===== config.mk =====
export PLATFORM = sky130hd
export DESIGN_NAME = fringe_counter
export DESIGN_NICKNAME = d
export VERILOG_FILES = /design/src/rtl/fringe_pkg.sv /design/src/rtl/hysteresis_comparator.sv /design/src/rtl/fringe_counter.sv
export SDC_FILE = /design/constraint.sdc
export NUM_CORES = 1
export LEC_CHECK = 0
export CAP_MARGIN = 20
export CORE_UTILIZATION = 56
export DETAILED_ROUTE_END_ITERATION = 6
export GPL_TIMING_DRIVEN = 0
export PLACE_DENSITY_LB_ADDON = 0.08
export RECOVER_POWER = 50
export SLEW_MARGIN = 40
export SYNTH_ARGS = -nofsm -noshare
export SYNTH_HDL_FRONTEND = slang
export SYNTH_HIERARCHICAL = 1
export SYNTH_SLANG_ARGS = --single-unit

===== constraint.sdc =====
create_clock -name SYS_aclk -period 6.2 [get_ports SYS_aclk]
set_clock_uncertainty 0.05 [all_clocks]
set_input_delay 1.24 -clock SYS_aclk [delete_from_list [all_inputs] [get_ports SYS_aclk]]
set_output_delay 1.24 -clock SYS_aclk [all_outputs]
set_load 0.02 [all_outputs]

===== src/rtl/fringe_pkg.sv =====
// Shared constants for the vibrometer fringe chain: comparator state codes and sample extremes.
package fringe_pkg;

    localparam int unsigned FC_STATE_W = 2;

    localparam logic [FC_STATE_W-1:0] FC_UNKNOWN = 2'b00;
    localparam logic [FC_STATE_W-1:0] FC_LOW     = 2'b01;
    localparam logic [FC_STATE_W-1:0] FC_HIGH    = 2'b10;

    // Extremum finder resets its thresholds to these, which reads as an invalid (lower >= upper) pair.
    localparam logic signed [31:0] SAMPLE_MAX_POS = 32'sh7FFF_FFFF;
    localparam logic signed [31:0] SAMPLE_MAX_NEG = 32'sh8000_0000;

endpackage


===== src/rtl/hysteresis_comparator.sv =====
// Schmitt-trigger next-state logic: returns the next comparator state and a half-fringe pulse.
module hysteresis_comparator
    import fringe_pkg::*;
#(
    parameter int unsigned DATA_WIDTH = 32
) (
    input  logic [FC_STATE_W-1:0]        state_i,
    input  logic signed [DATA_WIDTH-1:0] sample_i,
    input  logic signed [DATA_WIDTH-1:0] lower_i,
    input  logic signed [DATA_WIDTH-1:0] upper_i,
    output logic [FC_STATE_W-1:0]        next_state_c_o,
    output logic                         transition_c_o
);

    logic thr_valid_c;
    logic ge_upper_c;
    logic le_lower_c;

    assign thr_valid_c = lower_i < upper_i;
    assign ge_upper_c  = sample_i >= upper_i;
    assign le_lower_c  = sample_i <= lower_i;

    always_comb begin
        next_state_c_o = state_i;
        transition_c_o = 1'b0;
        if (!thr_valid_c) begin
            next_state_c_o = FC_UNKNOWN;
        end else begin
            case (state_i)
                FC_LOW: begin
                    if (ge_upper_c) begin
                        next_state_c_o = FC_HIGH;
                        transition_c_o = 1'b1;
                    end
                end
                FC_HIGH: begin
                    if (le_lower_c) begin
                        next_state_c_o = FC_LOW;
                        transition_c_o = 1'b1;
                    end
                end
                // Leaving UNKNOWN only establishes a reference level; it is never counted.
                default: begin
                    if (ge_upper_c) begin
                        next_state_c_o = FC_HIGH;
                    end else if (le_lower_c) begin
                        next_state_c_o = FC_LOW;
                    end else begin
                        next_state_c_o = FC_UNKNOWN;
                    end
                end
            endcase
        end
    end

endmodule


===== src/rtl/fringe_counter.sv =====
// Counts hysteresis transitions over windows of 2^N accepted samples and streams one count per window.
// Define FC_SATURATE_EN to make the transition counter saturate instead of wrapping.
module fringe_counter
    import fringe_pkg::*;
#(
    parameter int unsigned AXIS_TDATA_WIDTH = 32,
    parameter int unsigned COUNT_WIDTH      = 16
) (
    input  logic                        SYS_aclk,
    input  logic                        SYS_aresetn,
    input  logic [4:0]                  FC_log_count,
    input  logic [AXIS_TDATA_WIDTH-1:0] FC_lower_treshold,
    input  logic [AXIS_TDATA_WIDTH-1:0] FC_upper_treshold,
    output logic [FC_STATE_W-1:0]       FC_state,
    input  logic                        S_AXIS_tvalid,
    input  logic [AXIS_TDATA_WIDTH-1:0] S_AXIS_tdata,
    output logic                        S_AXIS_tready,
    output logic                        M_AXIS_tvalid,
    output logic [AXIS_TDATA_WIDTH-1:0] M_AXIS_tdata,
    input  logic                        M_AXIS_tready
);

    localparam int unsigned SAMP_CNT_W = 32;

    logic [FC_STATE_W-1:0]       state_q, state_d;
    logic [COUNT_WIDTH-1:0]      trans_cnt_q, trans_cnt_d;
    logic [SAMP_CNT_W-1:0]       samp_cnt_q, samp_cnt_d;
    logic [4:0]                  log_n_q, log_n_d;
    logic                        m_valid_q, m_valid_d;
    logic [AXIS_TDATA_WIDTH-1:0] m_data_q, m_data_d;

    logic [FC_STATE_W-1:0]  comp_next_c;
    logic                   comp_trans_c;
    logic                   accept_c;
    logic [4:0]             log_n_eff_c;
    logic                   window_last_c;
    logic [COUNT_WIDTH-1:0] trans_inc_c;

    hysteresis_comparator #(
        .DATA_WIDTH(AXIS_TDATA_WIDTH)
    ) u_cmp (
        .state_i        (state_q),
        .sample_i       ($signed(S_AXIS_tdata)),
        .lower_i        ($signed(FC_lower_treshold)),
        .upper_i        ($signed(FC_upper_treshold)),
        .next_state_c_o (comp_next_c),
        .transition_c_o (comp_trans_c)
    );

    // Input stalls only while a finished window result is waiting and refused.
    assign S_AXIS_tready = ~(m_valid_q & ~M_AXIS_tready);
    assign accept_c      = S_AXIS_tvalid & S_AXIS_tready;

    assign FC_state      = state_q;
    assign M_AXIS_tvalid = m_valid_q;
    assign M_AXIS_tdata  = m_data_q;

    always_comb begin
        state_d     = state_q;
        trans_cnt_d = trans_cnt_q;
        samp_cnt_d  = samp_cnt_q;
        log_n_d     = log_n_q;
        m_valid_d   = m_valid_q;
        m_data_d    = m_data_q;

        // The first sample of a window uses the live exponent; later samples use the latched copy.
        log_n_eff_c   = (samp_cnt_q == '0) ? FC_log_count : log_n_q;
        window_last_c = samp_cnt_q == ((SAMP_CNT_W'(1) << log_n_eff_c) - SAMP_CNT_W'(1));

`ifdef FC_SATURATE_EN
        trans_inc_c = (comp_trans_c && (trans_cnt_q != '1)) ? trans_cnt_q + COUNT_WIDTH'(1) : trans_cnt_q;
`else
        trans_inc_c = trans_cnt_q + COUNT_WIDTH'(comp_trans_c);
`endif

        if (M_AXIS_tready) begin
            m_valid_d = 1'b0;
        end

        if (accept_c) begin
            state_d = comp_next_c;
            log_n_d = log_n_eff_c;
            if (window_last_c) begin
                m_valid_d   = 1'b1;
                m_data_d    = AXIS_TDATA_WIDTH'(trans_inc_c);
                trans_cnt_d = '0;
                samp_cnt_d  = '0;
            end else begin
                trans_cnt_d = trans_inc_c;
                samp_cnt_d  = samp_cnt_q + SAMP_CNT_W'(1);
            end
        end
    end

    always_ff @(posedge SYS_aclk or negedge SYS_aresetn) begin
        if (!SYS_aresetn) begin
            state_q     <= FC_UNKNOWN;
            trans_cnt_q <= '0;
            samp_cnt_q  <= '0;
            log_n_q     <= '0;
            m_valid_q   <= 1'b0;
            m_data_q    <= '0;
        end else begin
            state_q     <= state_d;
            trans_cnt_q <= trans_cnt_d;
            samp_cnt_q  <= samp_cnt_d;
            log_n_q     <= log_n_d;
            m_valid_q   <= m_valid_d;
            m_data_q    <= m_data_d;
        end
    end

endmodule


# Word level (Yosys, flattened, before mapping)
# Cells that the tools add are included.
classes:
  n_bitwise: 4
  shift: 1
  muxes: 16
  order_cmp: 3
  addsub: 3
  n_reduce_logical: 3
  eq_ne: 5
op_table:
  columns: ["cell", "n"]
  rows:
  - ["adder 32 x 1 -> 32 bit (second input constant)", 1]
  - ["== test 32 bit", 1]
  - [">= comparator 32 bit", 1]
  - ["<= comparator 32 bit", 1]
  - ["zero test 32 bit", 1]
  - ["< comparator 32 bit", 1]
  - ["two-way mux 32 bit", 1]
  - ["<< shifter 1 x 5 -> 32 bit (first input constant)", 1]
  - ["subtractor 32 x 1 -> 32 bit (second input constant)", 1]
  - ["adder 16 x 1 -> 16 bit", 1]
  - ["two-way mux 16 bit", 1]
  - ["two-way mux 2 bit", 4]
  - ["two-way mux 1 bit", 7]
  - ["!= test 3 bit (second input constant)", 2]
  - ["two-way mux 5 bit", 1]
  - ["one-hot mux 2 bit (2 select lines)", 1]
  - ["AND reduction 3 bit", 1]
  - ["bitwise AND 1 bit", 2]
  - ["== test 2 x 1 -> 1 bit (second input constant)", 1]
  - ["== test 2 bit (second input constant)", 1]
  - ["NOT 1 bit", 2]
  - ["one-hot mux 1 bit (2 select lines)", 1]
  - ["AND reduction 2 bit", 1]
totals:
  input_bits: 105
  out_inout_bits: 36
  word_cells: 41
  reg_bits: 72

# Logic depth before layout (Yosys ltp)
logic_depth:
  word_depth: 7
  ltp_mapped: 25
  mapped_depth_nobuf: 19

# Hierarchy
# Netlist, hierarchy kept.
modules_own_cells:
  columns: ["mod", "cells_each", "area_per_inst_um2", "seq_area_each_um2", "n_inst"]
  rows:
  - ["fringe_counter", 803, 6248.5, 1801.7, 1]
  - ["hysteresis_comparator", 323, 2402.3, 0.0, 1]

# Worst setup path after synthesis
# Ideal clock, no wire load.
synth_timing:
  path_kind: "flip-flop to flip-flop"
  from: "register samp_cnt_q[0]"
  to: "register samp_cnt_q[1]"
  n_path_buf: 5
  t_arrival_ns: 4.798
  setup_ns: 0.120
  synth_period_minus_slack_ns: 4.967
  stages_incl_launch_ff: 22
  required_time_ns: 6.030
  setup_slack_ns: 1.233
  cell_sequence: "dfrtp_1 inv_1 ha_1 nor4b_4 nand4_2 or3_1 buf_4 buf_4 and3_1 o21ai_0 ha_1 clkbuf_1 clkbuf_1 clkbuf_1 o21ai_0 a31o_2 mux2i_1 o221ai_1 nor4_1 o211ai_1 or4_4 a31o_1"
synth_between:
  elab_chain_cells: 6
  elab_cells_between_ends: 7
  cone_classes: "2 x add/sub; 1 x eq/ne; 1 x shift; 2 x mux; 1 x reduce/logical"
synth_rtl:
  columns: ["element", "line", "source"]
  rows:
  - ["from (decl)", "fringe_counter.sv:27", "logic [SAMP_CNT_W-1:0] samp_cnt_q, samp_cnt_d;"]
  - ["from (signal assigned)", "fringe_counter.sv:106", "samp_cnt_q <= samp_cnt_d;"]
  - ["zero test 32 bit", "fringe_counter.sv:67", "log_n_eff_c = (samp_cnt_q == '0) ? FC_log_count : log_n_q;"]
  - ["two-way mux 5 bit", "fringe_counter.sv:67", null]
  - ["<< shifter 1 x 5 -> 32 bit", "fringe_counter.sv:68", "window_last_c = samp_cnt_q == ((SAMP_CNT_W'(1) << log_n_eff_c) - SAMP_CNT_W'(1));"]
  - ["subtractor 32 x 1 -> 32 bit", "fringe_counter.sv:68", null]
  - ["== test 32 bit", "fringe_counter.sv:68", null]
  - ["two-way mux 32 bit (*)", "fringe_counter.sv:83", "if (window_last_c) begin"]
# Every way passes the cells marked *; elsewhere a longest branch is shown, timed or not.
# A chain may end at the register's enable or synchronous reset.

# Final worst setup path
layout_timing:
  from: "input port FC_log_count[3]"
  to: "register trans_cnt_q[13]"
layout_between:
  elab_chain_cells: 5
layout_rtl:
  columns: ["element", "line", "source"]
  rows:
  - ["from (decl)", "fringe_counter.sv:11", "input logic [4:0] FC_log_count,"]
  - ["two-way mux 5 bit", "fringe_counter.sv:67", null]
  - ["<< shifter 1 x 5 -> 32 bit", "fringe_counter.sv:68", null]
  - ["subtractor 32 x 1 -> 32 bit", "fringe_counter.sv:68", null]
  - ["== test 32 bit", "fringe_counter.sv:68", null]
  - ["two-way mux 16 bit", "fringe_counter.sv:83", null]
  - ["to (signal assigned)", "fringe_counter.sv:105", "trans_cnt_q <= trans_cnt_d;"]
  - ["to (decl)", "fringe_counter.sv:26", "logic [COUNT_WIDTH-1:0] trans_cnt_q, trans_cnt_d;"]
# Every way passes these cells.

==> metrics.yaml <==
status: "finished with violations"
failed_checks: "capacitance limit, slew limit"
hold_path_startpoint: "M_AXIS_tdata[14]"
synth_area_leaders: "dfrtp_1 21%, ha_1 15%, nand2_1 4.6%"
cpPeakStageDelay_ns: 0.62
path_class: "in2reg"
yosys.area.top_type: "dfrtp_1"
core_um2: 15100
power_w: 0.00159
dp_hpwl_um: 22300
cp.arrival_ns: 6.14
synthCells: 1126
dr.max_layer_used: "met4"
holdBufCountCts: 0
final_common_cell: "clkdlybuf4s50_1"
dp.cells: 1452
grt_overflow: 0
via_per_inst: 6.22
tightest_slew_ns: 2.62
period_share_pct: 96.5
cts.path.max_buffers: 2
diodes: 0
fp.dieArea_um2: 15900
ys_warn_count: 6
cp-start-kind: "input pin"
yosys_register_bits: 72
io_pins: 141
cts-buffers-inserted: 9
crit_family: "buffers and inverters"
dr.pass1.iters: 5
max_cap_viol_count: 1
relSlewSlack_pct: -74.9
r2r_start: "samp_cnt_q[0]"
fin_crit_ns: 5.98
crit_path_end_kind: "register"
worstSetupStartpoint: "FC_log_count[3]"
setup_viol: 0
r2r_slack_ns: 0.26
start_util_pct: 57.1
final_cell_mix: "112 x clkdlybuf4s50_1, 107 x nand2_1, 101 x ha_1"
synth_top_area_share_pct: 20.8
synth_edf_count: 0
async_reset_ff_share_pct: 100
cts_root_buf: "clkbuf_16"
layoutNonFillerInstCount: 1467
track_usage_pct: 36.1
drtAntennaViolNets: 0
htree_levels: 3
crit_buf_inv: 5
powerDensity_nw_per_um2: 152
drive_gt1_share_pct: 8.05
detail_route.wl_per_cell_um: 19.4
place.gp.congestion: 1.03
finalMaxSlewViolations: 50
hold_path.class: "reg2reg"
peakVddDrop_mv: 0.145
vias: 9123
met2RoutedLength_um: 13300
grt_max_degree: 50
routed-wl-met3_um: 2160
yosysSeqAreaShare_pct: 20.8
grt_pass1_wl_um: 45600
num_rows: 45
wirelength_um: 28400
synth_ff_type: "dfrtp_1"
whs_ns: 0.431
synth_cell_types: 77
drtIter0Drc: 765
crit_required_ns: 6.36
power.leakage_nw: 4.71
layout.nets: 1481
antenna_found_initial: 0
fp.dieW_um: 126
max_freq_mhz: 167
cts.sinks: 72
clock_latency_ns: 0.34
cts_tree: "built"
hold_viol_final: 0
crit_chain: "clkdlybuf4s50_1 > clkbuf_1 > clkbuf_2 > nor3b_1 > o21ai_0 > ha_2 > clkbuf_2 > clkbuf_2 > o21ai_0 > a31o_2 > mux2i_1 > o221ai_1 > nor4_2 > o211ai_1 > or4_4 > nand2_4 > o22ai_1"
port_buffers: 122
drt-met1-wl_um: 11800
route.detailed.drc: 0
cts.clk_slew.worst_paths_ns: 0.07
die_h_um: 126
critPathMostFrequentCell: "clkbuf_2"
synth.cell_area_um2: 8650
area_delta_synth_final_pct: 21.3
grt_pass1_vias: 8825
synth_area_per_cell_um2: 7.68
crit_path_max_fanout: 10
crit_path_top_delay_cell: "or4_4"
post-cts-setup-buffer-count: 0
[where the power goes]
part / internal (W) / total, W / switching [W]
Combinational: 0.000233 / 0.000541 / 0.000308
Sequential: 0.000488 / 0.000509 / 0.0000212
Clock: 0.000319 / 0.000542 / 0.000222
Total: 0.00104 / 0.00159 / 0.000552
[synth_stat cells (12+ instances only)]
cell type and instances:
a21o_1 12, xnor2_1 36, buf_4 22, nor3_1 33
nor2_1 86, and3_1 18, clkbuf_1 41, nand3_1 51
or3_1 13, nor2b_1 15, dfrtp_1 72, ha_1 102
nor4_1 17, o211ai_1 17, mux2i_1 23, a21oi_1 59
nand2_1 107, buf_2 18, nand4_1 30, o21ai_0 63
inv_1 85, xor2_1 25
[flip-flops by register name (all words and copies together) (netlist names)]
signal,cells
log_n_q,5
M_AXIS_tdata,16
trans_cnt_q,16
M_AXIS_tvalid,1
FC_state,2
samp_cnt_q,32
[what timing repair did]
item | CTS | global route
endpoints found under the hold margin | 0 | 0
pin swaps | 0 | 1
gates resized for setup | 4 | 3
setup endpoints to repair | 41 | 18
cloned | 0 | 0
[path summary, 6_finish.rpt]
kind / to / cells past startpoint
hold reg to reg: M_AXIS_tdata[14] / 1
setup reg to reg: trans_cnt_q[13] / 21
min in group asynchronous: samp_cnt_q[14] / 1
max in group asynchronous: samp_cnt_q[25] / 2
hold / removal: M_AXIS_tdata[14] / 1
setup / recovery: trans_cnt_q[13] / 17
[area by class of cell]
type                       instances  area [µm²]
sequential                        72        1800
timing repair buffer             123        1220
buffer                            87         450
clock buffer                       9         225
fill                            1300        4650
tap                              188         235
inverter                          85         319
clock inverter                     7        83.8
multi-input combinational        896        6160
[layer usage]
metal  vias up  GRT usage (%)
li1       4306              -
met1      4290           46.2
met2       432           61.1
met3        95           5.44
met4         0           14.6
met5         -              0
[cells by family (layout without fill, tap and decap cells)]
kind of cell / count (synthesis) / in the layout / share of synthesized area, %
AOI/OAI and AO/OA: 231 / 231 / 16.9
xor gates and xnor gates: 61 / 61 / 6.18
adders and majority gates: 102 / 102 / 14.8
buffers and inverters: 173 / 311 / 8.90
DFF: 72 / 72 / 20.8
muxes: 35 / 35 / 4.35
other: 1 / 16 / 0.0433
and+or+nand+nor: 451 / 451 / 28.0
[per-stage QoR]
| stage | util (%) | area, µm² | worst slack [ns] | TNS, ns |
|---|---|---|---|---|
| after floorplan | - | 8710 | 1.23 | 0 |
| after global placement | 67.1 | 10200 | -0.983 | -35.16 |
| after detailed placement | 67.3 | 10200 | -0.838 | -28.54 |
| after CTS | 69.4 | 10500 | 0.132 | 0 |
| after global routing | 69.3 | 10500 | -0.00424 | -0.00424 |
| final | 69.3 | 10500 | 0.218 | 0 |
No activity file was read; power rests on OpenSTA's default activity.
==> variant, RTL diff (same settings) <==
The parameter `COUNT_WIDTH` goes from 16 to 32.
--- a/src/rtl/fringe_counter.sv
+++ b/src/rtl/fringe_counter.sv
@@ -6,3 +6,3 @@
     parameter int unsigned AXIS_TDATA_WIDTH = 32,
-    parameter int unsigned COUNT_WIDTH      = 16
+    parameter int unsigned COUNT_WIDTH      = 32
 ) (
Behaviour: no difference found for any inputs over 10 cycles, from zero or initial values and one cycle with SYS_aresetn low; that may be too few to reach the edited logic, so the function may still have changed.
==> variant against the unedited design <==
  * The run ends with design-rule violations, max-capacitance violations, max-slew violations left
  * Critical path type unchanged
  * Cell area increased by 21%
  * Sequential cell count increased by 32
  * Setup slack got worse by 52 ps
  * Total power increased by 20%
  * Global-route usage decreased by 0.87 points
  * Fmax decreased by 0.86%
  * Routed wire length increased by 18%
  * Area after synthesis increased by 22%
==> variant: results (changes against the unedited design) <==
* Port Buffers at 138 (was 122)
* Share of layout cells above drive strength 1 at 7.509% (was 8.053%)
* Synth Area in Adders at 12.11% (was 14.75%)
* Yosys cell types at 82 (was 77)
* Delay-heaviest family, CP: buffers and inverters (unchanged)
* Syn Inst Count at 1,310 (was 1,126)
* Clock buffer depth at 2 (unchanged)
* Clock root buffer: clkbuf_16 (unchanged)
* Worst VDD drop at 0.1452 mV (was 0.1446 mV)
* All-Layer GR Usage at 35.21% (was 36.08%)
* Fin. Hold Viols at 0 (unchanged)
* # DRC at 1 (was 0)
* Slew Viols, Final at 51 (was 50)
* H-tree levels at 3 (unchanged)
* RePlAce Congestion at 1.125 (was 1.033)
* Worst-Skew Late Latency at between 300 and 400 ps
* Class of the worst hold path: flip-flop to flip-flop (unchanged)
* Asr flop ratio synth at 100.0% (unchanged)
* YS warnings at 6 (unchanged)
* Largest net degree at the start of global routing at 55 (was 50)
* First-pass GRT wire length at 54,130 um (was 45,560 um)
* Status: finished, violations left (unchanged)
* Max_cap viols at 1 (unchanged)
* Via count at 10,830 (was 9,123)
* HPWL Detailed at 26,240 um (was 22,250 um)
* Antenna cells at 0 (unchanged)
* Initial DRC Count at 910 (was 765)
* Proportion of synthesized area in mux cells at 5.960% (was 4.353%)
* Clock Pin Slew Worst Setup and Hold Paths at 70 ps (about the same)
* Router iterations before antenna repair at 7 (was 5)
* Final WL at 33,550 um (was 28,410 um)
* CTS buffer count at 9 (unchanged)
* XOR/XNOR Fraction of Synth Area at 6.482% (was 6.176%)
* Rel. slew slack at -95.34% (was -74.89%)
* Worst EP arrival at 6180 ps (was 6140 ps)
* Compound-Gate Fraction of Synth Area at 17.12% (was 16.91%)
* Non-filler cells, final at 1,694 (was 1,467)
* Register area share after synthesis at 24.69% (was 20.83%)
* Failing checks: design-rule violations, max-capacitance violations, max-slew violations (was max-capacitance violations, max-slew violations)
* Crit-path max cell delay at 540 ps (was 620 ps)
* Vias in the first global route at 10,430 (was 8,825)
* Most frequent cells after synthesis: dfrtp_1, ha_1, nor2_1 (was nand2_1, ha_1, nor2_1)
* Crit-path slowest cell: o31ai_4 (was or4_4)
* Pleak at 5.685 nW (was 4.707 nW)
* Critical Path Fanout Max at 10 (unchanged)
* Leading post-synthesis cells by cell area: dfrtp_1, ha_1, o21ai_0 (was dfrtp_1, ha_1, nand2_1)
* Mapped Nets at about 1,500
## variant: report_power, final
group | switching [mW] | leakage [nW] | internal (mW)
logic | 0.339 | 4.13 | 0.245
clock network | 0.271 | 0.154 | 0.325
registers | 0.0245 | 1.40 | 0.699
total | 0.634 | 5.69 | 1.27
## variant: path summary, 6_finish.rpt
path / from / endpoint / slack (ps) / cells after the start
setup / recovery: FC_log_count[4] / trans_cnt_q[29]$_DFFE_PN0P_ / 170 / 19
hold / removal: M_AXIS_tdata[10]$_DFFE_PN0P_ / M_AXIS_tdata[10]$_DFFE_PN0P_ / 430 / 1
setup reg to reg: samp_cnt_q[0]$_DFFE_PN0P_ / trans_cnt_q[29]$_DFFE_PN0P_ / 250 / 21
hold reg to reg: M_AXIS_tdata[10]$_DFFE_PN0P_ / M_AXIS_tdata[10]$_DFFE_PN0P_ / 430 / 1
max in group asynchronous: SYS_aresetn / M_AXIS_tdata[30]$_DFFE_PN0P_ / 2640 / 1
min in group asynchronous: SYS_aresetn / samp_cnt_q[25]$_DFFE_PN0P_ / 1790 / 1
## variant: layout make-up
cell class,instances,area (um2)
Sequential cell,104,2603
Tap cell,229,286.5
Inverter,90,337.8
Clock buffer,10,229.0
Clock inverter,6,86.33
Timing Repair Buffer,143,1435
Multi-Input combinational cell,1028,7286
Fill cell,1513,5532
Buffer,84,414.1
## variant: routing by layer
metal | wire length, um | up-vias | global-route usage (%)
met5 | 0 | - | 0
met4 | 1712 | 0 | 18.48
met3 | 2708 | 109 | 6.250
met2 | 15780 | 568 | 59.09
met1 | 13340 | 5067 | 43.21
li1 | - | 5086 | -
## variant: worst register-to-register path: stages (launching register included)
cell and delay [ps]:
dfrtp_1 480, inv_1 130, ha_1 180, nor4b_1 280
nand4_1 210, buf_4 210, nor3_4 490, nor3_1 130
a31oi_1 270, ha_4 260, clkbuf_4 260, clkbuf_4 260
clkbuf_4 260, o21ai_0 140, xor2_1 350, mux2i_1 220
xnor2_1 200, nor3_2 230, nand3_2 200, buf_4 220
o31ai_4 540, o22ai_1 200
## variant: timing repair
item                                    4_1_cts  5_1_grt
gates resized for setup                      11       19
hold endpoints to repair                      0        0
pin swaps                                     2        2
setup buffers                                 2        2
endpoints found under the setup margin       97       97
## variant: through the flow
| stage | worst slack (ps) | cell area, um2 | utilization (%) |
|---|---|---|---|
| global placement | -1515 | 12210 | 67.04 |
| finish | 165.6 | 12680 | 69.62 |
| global route | 5.096 | 12680 | 69.62 |
| floorplan | 595.3 | 10540 | - |
| detailed placement | -1323 | 12250 | 67.30 |
| CTS | -3.516 | 12620 | 69.28 |
